### src/rtl/de_morgan_second_b.sv
// rtl/de_morgan_second_b.sv - y = ~a | ~b with a registered self-check against ~(a & b)
module de_morgan_second_b #(
    parameter int CNT_W = 16
) (
    input  logic             clk,
    input  logic             rst_n,
    input  logic             a,
    input  logic             b,
    output logic             y,
    output logic             y_q,
    output logic             lhs_q,
    output logic             mismatch,
    output logic [3:0]       cov,
    output logic [CNT_W-1:0] samples
);

    logic       rhs;
    logic       lhs;
    logic [1:0] sel;

    // Both sides of the law are built as separate expressions so a netlist
    // error in one of them shows up as a mismatch rather than being shared.
    assign rhs = ~a | ~b;
    assign lhs = ~(a & b);
    assign sel = {a, b};
    assign y   = rhs;

    always_ff @(posedge clk or negedge rst_n) begin
        if (!rst_n) begin
            y_q      <= 1'b1;
            lhs_q    <= 1'b1;
            mismatch <= 1'b0;
            cov      <= 4'b0000;
            samples  <= '0;
        end else begin
            y_q      <= rhs;
            lhs_q    <= lhs;
            mismatch <= mismatch | (rhs != lhs);
            cov      <= cov | (4'b0001 << sel);
            if (samples != {CNT_W{1'b1}}) begin
                samples <= samples + 1'b1;
            end
        end
    end

endmodule

### config.mk
export PLATFORM = sky130hd
export DESIGN_NAME = de_morgan_second_b
export DESIGN_NICKNAME = d
export VERILOG_FILES = /design/src/rtl/de_morgan_second_b.sv
export SDC_FILE = /design/constraint.sdc
export NUM_CORES = 1
export LEC_CHECK = 0
export BUFFER_PORTS_ARGS = -buffer_cell sky130_fd_sc_hd__clkbuf_2
export CORE_MARGIN = 2
export CORE_UTILIZATION = 45
export CTS_CLUSTER_SIZE = 28
export DETAILED_ROUTE_END_ITERATION = 10
export GPL_TIMING_DRIVEN = 0
export PLACE_DENSITY = 0.75
export SLEW_MARGIN = 30
export SYNTH_ARGS = -nofsm -noshare
export SYNTH_HDL_FRONTEND = slang
export SYNTH_SLANG_ARGS = --single-unit
### constraint.sdc
create_clock -name clk -period 2.45 [get_ports clk]
set_input_delay 0.49 -clock clk [delete_from_list [all_inputs] [get_ports clk]]
set_output_delay 0.49 -clock clk [all_outputs]
set_load 0.02 [all_outputs]
== After elaboration in Yosys (flattened, before gate mapping) ==
Cells that the tools add are included.
Storage, ports and cells
  output and inout port bits: 24
  input bits: 4
  bits in registers: 23
Cells by class
  bitwise operators: 7
  shift-type cells: 1
  equality and inequality tests: 2
  $add $sub $neg: 1
Operators with widths (number)
  adder 16 x 1 -> 16 bit (second input constant): 1
  != test 16 bit (second input constant): 1
  bitwise OR 4 bit: 1
  << shifter 1 x 2 -> 4 bit (first input constant): 1
  NOT 1 bit: 3
  bitwise OR 1 bit: 2
  AND 1 bit: 1
  != test 1 bit: 1

== Logic depth before layout (Yosys ltp) ==
  depth after elaboration: 4
  mapped depth: 7
  gate-level depth less buffers: 5

== Worst setup path after synthesis ==
No wires, ideal clock.
  kind: register to register
  start point: reg samples[0]
  end point: reg samples[1]
  setup slack: 475 ps
  stages on the path, launching flop included: 6
  buffers on the path: 1
  period minus slack after synthesis: 1975 ps
  arrival time: 1848 ps
  library setup time: 127 ps
  data required time: 2323 ps
  cells stage by stage: dfrtp_1 > ha_1 > nand4_2 > or4_1 > buf_2 > mux2_1
On the way
  word-level cells in the longest chain between the ends: 1
  elaborated cells between the ends (all ways): 2
  classes of those cells: 1 x add/sub; 1 x eq/ne
RTL lines
  start: declaration: RTL line 14  | output logic [CNT_W-1:0] samples
  start signal: assignment: RTL line 41  | samples <= samples + 1'b1;
  adder 16 x 1 -> 16 bit / != test 16 bit (equally long branches): RTL line 41, 40
Parallel ways exist; a longest one is shown, timed or not.
A chain may end at the register's enable or synchronous reset.

== Final worst setup path ==
  start point: reg samples[0]
  end point: reg samples[10]
The elaborated chain is that of the path after synthesis.

==> reports/results.txt <==
critical path type = reg2reg
CP max stage cell = or4_1
Post-Route Setup TNS = 0 ns
DR DRC count = 0
min cycle time layout = 2.01 ns
Synth warnings = 0
initial antenna violation count = 0
number of library cell types mapped by synthesis = 25
TritonCTS clock tree = built
Num CTS Buffers = 3
Starting Density = 47.6%
RSZ-0062 raised after global routing = no
clock latency on the worst-skew pair = 0.29 ns
critical-path cell list = ha_1, nand4_2, or4_1, buf_2, buf_6, nand3_1, xnor2_1
period utilization = 82.0%
Total GRT Usage = 16.1%
placed instance area = 1100 sq um
HPWL Detailed = 1.34 mm
Slew Viols, Final = 0
vias in the first global route = 692
endpoints failing setup = 0
wire per inst = 12.3 um
CP Capture Type = register
Ports = 28
Post-synth top flop = dfrtp_1
Worst Path Arrival = 2.22 ns
top-area cell type share of the netlist area = 53.5%
Core ar. = 1960 sq um
die height = 49.6 um
cell area after synthesis = 935 sq um
Detailed Route WL = 1.73 mm
Pleak = 0.530 nW
Nets = 120
Die X = 49.6 um
mean post-synth cell area = 11.1 sq um
Cell Count, Final, Fillers Out = 141
post-route ant nets = 0
WHS = 0.137 ns
initial detailed-routing violation count = 8
CTS resizes = 0
Worst path max stage delay = 0.54 ns
power per cell area = 468 nW/um^2
clk sinks = 21
postcts setup bufs = 0
largest net degree at the start of global routing = 22
Seq/Total Area, Yosys = 56.4%
filler cell count = 203
CTS Hold Bufs = 0
clock skew = 0.00199 ns
top post-synthesis cells by area = dfrtp_1 54%, xnor2_1 10%, nand4_1 5.4%
peak supply drop = 0.358 mV
final hold violations = 0
CP Launch Type = register
Synth area leader = dfrtp_1
peak fanout along the critical path = 10
1st-pass router iterations = 4
diode count = 0
Reg clk slew, reported paths = 0.11 ns
area of the multi-input gates = 365 sq um
min-delay worst type = in2async
Die Area = 2460 sq um
Placed Cells = 137
Commonest cells post-synth = 20 x dfrtp_1, 11 x xnor2_1, 8 x nand4_1
row count = 16
syn_nets = 89
Via density = 5.16
status = finished, final reports clean
area delta synth->final = 20.3%
share of cells above drive strength 1 = 30.7%
# Max-Cap Violations = 0
Post-synth ARST share = 100%
EDFF count, synth = 0
WP data required = 2.66 ns
grt ovf = 0
fmax = 498 MHz
Final Cell Area = 1120 sq um
Reg area = 527 sq um
Power, Total = 0.527 mW
Yosys reg bits = 21
first-pass GRT wire length = 3.12 mm
H-Tree Depth = 1
Root Buffer = clkbuf_4
Post-Synthesis Cells = 84
Vias = 727
Final Wtd Congestion = 0.748
top-count cell post-synth = dfrtp_1
clk buf depth = 2
# port buffers = 26
-- layer usage --
| layer | global-route usage, % | vias to the layer above | routed length [um] |
|---|---|---|---|
| met5 | 0 | - | 0 |
| met3 | 3.03 | 0 | 117 |
| met2 | 25.8 | 28 | 786 |
| li1 | - | 350 | - |
| met4 | 4.17 | 0 | 0 |
| met1 | 22.4 | 349 | 826 |
-- layout make-up --
cell class | instances | share of cell area (%)
repair buffers | 26 | 11.6
inverters | 3 | 1.00
clock buffers | 4 | 2.34
plain buffers | 4 | 2.78
well taps | 27 | 3.00
flip-flops and latches | 21 | 46.8
multi-input cells | 56 | 32.5
-- per-stage QoR --
step	worst slack (ns)	utilization (%)
after floorplan	0.475	-
after detailed placement	0.442	56.0
after global routing	0.306	57.3
after CTS	0.431	57.3
final	0.440	57.3
after global placement	0.488	56.0
-- worst max-delay path: cells and delay by family (launching register included) --
kind          cells  cell delay, ns
xor+xnor          1            0.13
fa+ha+maj         1            0.22
buf+inv           2            0.32
flops             1            0.43
simple gates      3            0.82
-- worst paths after layout --
path	start	end	depth (start not counted)	slack (ns)
hold reg to reg	cov[2]	cov[2]	1	0.47
min in group clk	b	cov[0]	2	0.39
setup / recovery	samples[0]	samples[10]	7	0.44
setup reg to reg	samples[0]	samples[10]	7	0.44
hold / removal	rst_n	samples[12]	1	0.14
max in group asynchronous	rst_n	lhs_q	1	1.96
-- cells in the final DEF (no fill, tap or decap), types with 2 or more instances in the layout --
master    Yosys  final
buf_4         2      2
clkbuf_2      0     26
clkbuf_4      0      3
dfrtp_1      20     20
inv_1         3      3
nand2_1       7      7
nand2b_1      2      2
nand3_1       6      6
nand4_1       8      8
nor2_1        4      4
nor3_1        2      2
nor4_1        3      3
o21bai_1      2      2
xnor2_1      11     11
xor2_1        2      2
-- cell families after synthesis --
| kind of cell | share of synthesized area (%) |
|---|---|
| AND/OR/NAND/NOR | 20.2 |
| AO/OA/AOI/OAI | 3.75 |
| flip-flops | 56.4 |
| adder cells (fa/ha/maj) | 1.34 |
| multiplexers | 1.20 |
| buffers and inverters | 4.55 |
| XOR/XNOR | 12.2 |
| other | 0.401 |
-- state kept, by name, summed over array words and instances, names as in the netlist --
signal,count
cov,4
lhs_q,1
samples,16
-- report_power, final --
group / internal, mW / switching, mW
combinational: 0.00569 / 0.0143
clock: 0.0633 / 0.0949
sequential: 0.348 / 0.000444
Note: power is estimated with default switching activity, not from simulation.
